File: src/rtl/deser_pkg.sv
// Shared types for the serial word deserializer.
package deser_pkg;

    typedef enum logic {S_FILL, S_STALL} deser_state_t;

endpackage

File: src/rtl/deser_bit_counter.sv
// Saturating up-counter 0..MAX with synchronous clear (clear wins over increment).
// Single-cycle update; no flow control of its own.
module deser_bit_counter #(
    parameter int MAX = 32,
    parameter int CW  = $clog2(MAX + 1)
) (
    input  logic          clk,
    input  logic          rst,
    input  logic          inc_i,
    input  logic          clr_i,
    output logic [CW-1:0] count_o
);

    logic [CW-1:0] count_q;
    logic [CW-1:0] count_d;

    always_comb begin
        count_d = count_q;
        if (clr_i) begin
            count_d = '0;
        end else if (inc_i && (count_q != CW'(MAX))) begin
            count_d = count_q + CW'(1);
        end
    end

    always_ff @(posedge clk or posedge rst) begin
        if (rst) begin
            count_q <= '0;
        end else begin
            count_q <= count_d;
        end
    end

    assign count_o = count_q;

endmodule

File: src/rtl/serial_deserializer.sv
// Serial-in, parallel-out word assembler with shift register + output register double buffering.
// A completed word appears on data_out the edge its last bit is accepted; bit_ready drops only while a second word waits.
module serial_deserializer
    import deser_pkg::*;
#(
    parameter int LEN       = 32,
    parameter int MSB_FIRST = 1,
    parameter int CW        = $clog2(LEN + 1)
) (
    input  logic           clk,
    input  logic           reset,
    input  logic           clear,
    input  logic           bit_in,
    input  logic           bit_valid,
    output logic           bit_ready,
    output logic [LEN-1:0] data_out,
    output logic           data_valid,
    input  logic           data_ready,
    output logic [CW-1:0]  bit_count
);

    deser_state_t   state_q, state_d;
    logic [LEN-1:0] shreg_q, shreg_d;
    logic [LEN-1:0] dout_q, dout_d;
    logic           dvld_q, dvld_d;
    logic [LEN-1:0] word_w;
    logic           bit_acc, word_acc, last_bit;
    logic           cnt_inc, cnt_clr;

    if (MSB_FIRST != 0) begin : g_msb
        assign word_w = {shreg_q[LEN-2:0], bit_in};
    end else begin : g_lsb
        assign word_w = {bit_in, shreg_q[LEN-1:1]};
    end

    assign bit_ready = (state_q == S_FILL) && !reset;
    assign bit_acc   = bit_valid && bit_ready;
    assign word_acc  = dvld_q && data_ready;
    assign last_bit  = (bit_count == CW'(LEN - 1));

    always_comb begin
        state_d = state_q;
        shreg_d = shreg_q;
        dout_d  = dout_q;
        dvld_d  = dvld_q;
        cnt_inc = 1'b0;
        cnt_clr = 1'b0;
        if (word_acc) begin
            dvld_d = 1'b0;
        end
        // clear drops any coincident bit and any stalled word, but leaves the output register alone
        if (clear) begin
            shreg_d = '0;
            cnt_clr = 1'b1;
            state_d = S_FILL;
        end else begin
            case (state_q)
                S_FILL: begin
                    if (bit_acc) begin
                        shreg_d = word_w;
                        if (!last_bit) begin
                            cnt_inc = 1'b1;
                        end else if (!dvld_q || word_acc) begin
                            dout_d  = word_w;
                            dvld_d  = 1'b1;
                            cnt_clr = 1'b1;
                        end else begin
                            cnt_inc = 1'b1;
                            state_d = S_STALL;
                        end
                    end
                end
                S_STALL: begin
                    if (word_acc) begin
                        dout_d  = shreg_q;
                        dvld_d  = 1'b1;
                        cnt_clr = 1'b1;
                        state_d = S_FILL;
                    end
                end
                default: state_d = S_FILL;
            endcase
        end
    end

    always_ff @(posedge clk or posedge reset) begin
        if (reset) begin
            state_q <= S_FILL;
            shreg_q <= '0;
            dout_q  <= '0;
            dvld_q  <= 1'b0;
        end else begin
            state_q <= state_d;
            shreg_q <= shreg_d;
            dout_q  <= dout_d;
            dvld_q  <= dvld_d;
        end
    end

    deser_bit_counter #(
        .MAX (LEN),
        .CW  (CW)
    ) u_bit_counter (
        .clk     (clk),
        .rst     (reset),
        .inc_i   (cnt_inc),
        .clr_i   (cnt_clr),
        .count_o (bit_count)
    );

    assign data_out   = dout_q;
    assign data_valid = dvld_q;

endmodule

File: config.mk
export PLATFORM = sky130hd
export DESIGN_NAME = serial_deserializer
export DESIGN_NICKNAME = d
export VERILOG_FILES = /design/src/rtl/deser_pkg.sv /design/src/rtl/deser_bit_counter.sv /design/src/rtl/serial_deserializer.sv
export SDC_FILE = /design/constraint.sdc
export NUM_CORES = 1
export LEC_CHECK = 0
export BUFFER_PORTS_ARGS = -buffer_cell sky130_fd_sc_hd__buf_2
export CAP_MARGIN = 30
export CORE_ASPECT_RATIO = 1.75
export CORE_MARGIN = 2
export CORE_UTILIZATION = 35
export CTS_CLUSTER_DIAMETER = 40
export DETAILED_ROUTE_END_ITERATION = 6
export PLACE_DENSITY = 0.58
export SETUP_SLACK_MARGIN = 0.15
export SYNTH_ARGS = -nofsm -noshare
export SYNTH_HDL_FRONTEND = slang
export SYNTH_SLANG_ARGS = --single-unit
File: constraint.sdc
create_clock -name clk -period 3.2 [get_ports clk]
set_input_delay 0.64 -clock clk [delete_from_list [all_inputs] [get_ports clk]]
set_output_delay 0.64 -clock clk [all_outputs]
set_load 0.005 [all_outputs]
==> results.yml <==
setup_path:
  endpoint_kind: "flop"
  critical_path_required_ps: 3450
  path_class: "flop to flop"
  crit_family: "simple AND/OR/NAND/NOR gates"
  worstSetupPathDepth: 5
  slowest_stage: "or4_1"
  crit_fanout: 35
  crit_arrival_ps: 2280
  r2r_cells: 5
  path_cells: "or3b_1, buf_4, a31o_4, or4_1, a21oi_1"
  cp-start-kind: "flop"
  worst_path_largest_cell_delay_ps: 460
  path_buf_inv: 1
place:
  hpwl_um: 4070
  placement.io_buffers: 45
  gp_congestion: 0.733
sta:
  fin_skew_ps: 3.73
  rsz0062_at_grt: "no"
  final-max-slew-violation-count: 0
  fin_crit_sh_pct: 63.4
  tns_ps: 0
  setup_viol: 0
  min_period_ps: 2030
  timing.fmax_mhz: 493
  worst_pin_slew_ps: 431
  finalHoldViolations: 0
  max-slew-margin-rel_pct: 71.3
route:
  viasPerCell: 4.98
  antenna_left: 0
  wl_um: 6540
  drtIter0Drc: 108
  dr.pass1.iters: 3
  met2_length_um: 3410
  via_count: 2326
  wl_per_cell_um: 14.0
  wl_met3_um: 164
  drc: 0
  top_layer: "met4"
  drt-met1-wl_um: 2810
floorplan:
  start_util_pct: 35.5
  coreArea_sq_um: 9350
  die_w_um: 77.6
  io-pin-count: 46
  fp.dieArea_sq_um: 10300
  core.rowCount: 47
  dieHeight_um: 133
outcome:
  status: "finished clean"
global_route:
  grt_pass1_vias: 2384
  track_usage_pct: 13.8
  grt_max_degree: 73
  overflow: 0
  grt_pass1_wl_um: 11300
  antenna_found_initial: 0
power_and_ir_drop:
  peakVddDrop_mv: 0.297
  switching_share_pct: 20.6
  clkPwrFrac_pct: 48.5
  p_per_area_nw_per_um2: 481
  power_mw: 1.90
  p_seq_share_pct: 48.2
  p_leak_nw: 1.93
  power_frac_comb_pct: 3.4
  switchingPower_mw: 0.393
  p_int_mw: 1.51
yosys:
  synth_seq_cells: 72
  synth_nets: 307
  async_flop_share_pct: 100
  synth_compound_area_share_pct: 8.40
  synth_top_family_by_area: "multiplexers"
  synthSimpleGateAreaFrac_pct: 11.6
  seq_area_frac_synth_pct: 54.2
  synth-xor-area-share_pct: 0
  synth_cell_type_count: 34
  syn_area_per_cell_sq_um: 11.1
  yosys.area_share.adder_pct: 0.753
  syn_area_sq_um: 3320
  synthMuxAreaShare_pct: 22.0
  synth_edf_count: 0
  syn_inst: 299
  yosysWarnings: 0
  synthFlopType: "dfrtp_1"
cells_and_area:
  drive_gt1_share_pct: 38.0
  fin_util_pct: 42.3
  layout_commonest_cell: "dfrtp_1"
  nets: 350
  antenna_cells: 0
  syn2layout_area_growth_pct: 19.0
  mostFrequentLayoutCells: "dfrtp_1 (72), nand2_1 (67), mux2_2 (64)"
run:
  cap_violations: 0
clock_tree:
  cts_tree: "yes"
  post_cts_buffers: 0
  root_buffer: "clkbuf_16"
  hold_buffers: 0
  ctsResizeCount: 0
  numCtsBuffers: 9
  htree_levels: 3
  clk_pin_slew_ps: 50
  cts.sinks: 72
  clk_path_buf_depth: 2
  insertion_delay_ps: 330
worst_hold_path:
  hold_class: "primary input to asynchronous set/reset pin"
sequential cells by signal, summed over array words and instances (netlist names):
register	cells
state_q	1
data_valid	1
data_out	32
shreg_q	32
u_bit_counter.count_o	6
through the flow:
step | setup slack [ps] | hold slack (ps) | cells | cell area, sq um
2_1_floorplan | 735 | 497 | 299 | 3320
3_3_place_gp | 852 | 485 | 453 | 3680
3_5_place_dp | 827 | 487 | 453 | 3680
4_1_cts | 1140 | 446 | 467 | 3950
5_1_grt | 1040 | 463 | 467 | 3950
6_report | 1170 | 425 | 467 | 3950
final timing paths:
| check | start | end | slack, ps |
|---|---|---|---|
| min | reset | data_out[26] | 420 |
| max reg2reg | state_q | u_bit_counter.count_o[3] | 1170 |
| max | state_q | u_bit_counter.count_o[3] | 1170 |
| min reg2reg | data_out[15] | data_out[15] | 500 |
| max in group asynchronous | reset | data_out[7] | 2440 |
| min in group clk | data_out[15] | data_out[15] | 500 |
per-layer routing:
metal  global-route usage, %  vias to the layer above
met1                    15.9                     1175
met5                       0                        -
met4                    6.94                        0
met3                    3.41                        8
met2                    23.6                       29
li1                        -                     1114
Yosys cell counts (all sizes together) (2+ instances only):
cell | count | share of area (%)
buf | 6 | 1.1
o21ai | 4 | 0.60
nor2b | 2 | 0.38
mux2 | 64 | 22
inv | 4 | 0.45
nand2 | 67 | 7.6
or3b | 2 | 0.53
ha | 2 | 0.75
nor2 | 5 | 0.57
nand3 | 3 | 0.45
a21oi | 37 | 5.6
dfrtp | 72 | 54
clkbuf | 13 | 1.5
layout make-up:
class	count	area, sq um
Clock buffer	14	274
Fill cell	907	5400
Inverter	4	15.0
Multi-Input combinational cell	204	1430
Sequential cell	72	1800
Tap cell	122	153
Timing Repair Buffer	51	283
tightest hold or removal path, cell delays in order:
cell and delay, ps:
buf_2 130, inv_2 70, buf_12 320
cell families after synthesis:
logic type / count (synthesis)
flops: 72
simple gates: 88
mux: 65
compound gates: 49
buf+inv: 23
fa+ha+maj: 2
power groups by stage:
stage,Combinational [mW],Clock (mW),Sequential (mW)
5_1_grt,0.0731,0.979,0.916
6_report,0.0641,0.922,0.916
3_5_place_dp,0.0667,0,0.932
4_1_cts,0.0667,0.951,0.916
3_3_place_gp,0.0662,0,0.932
2_1_floorplan,0.0420,0,0.931
Power figures use the tool's default switching activity.
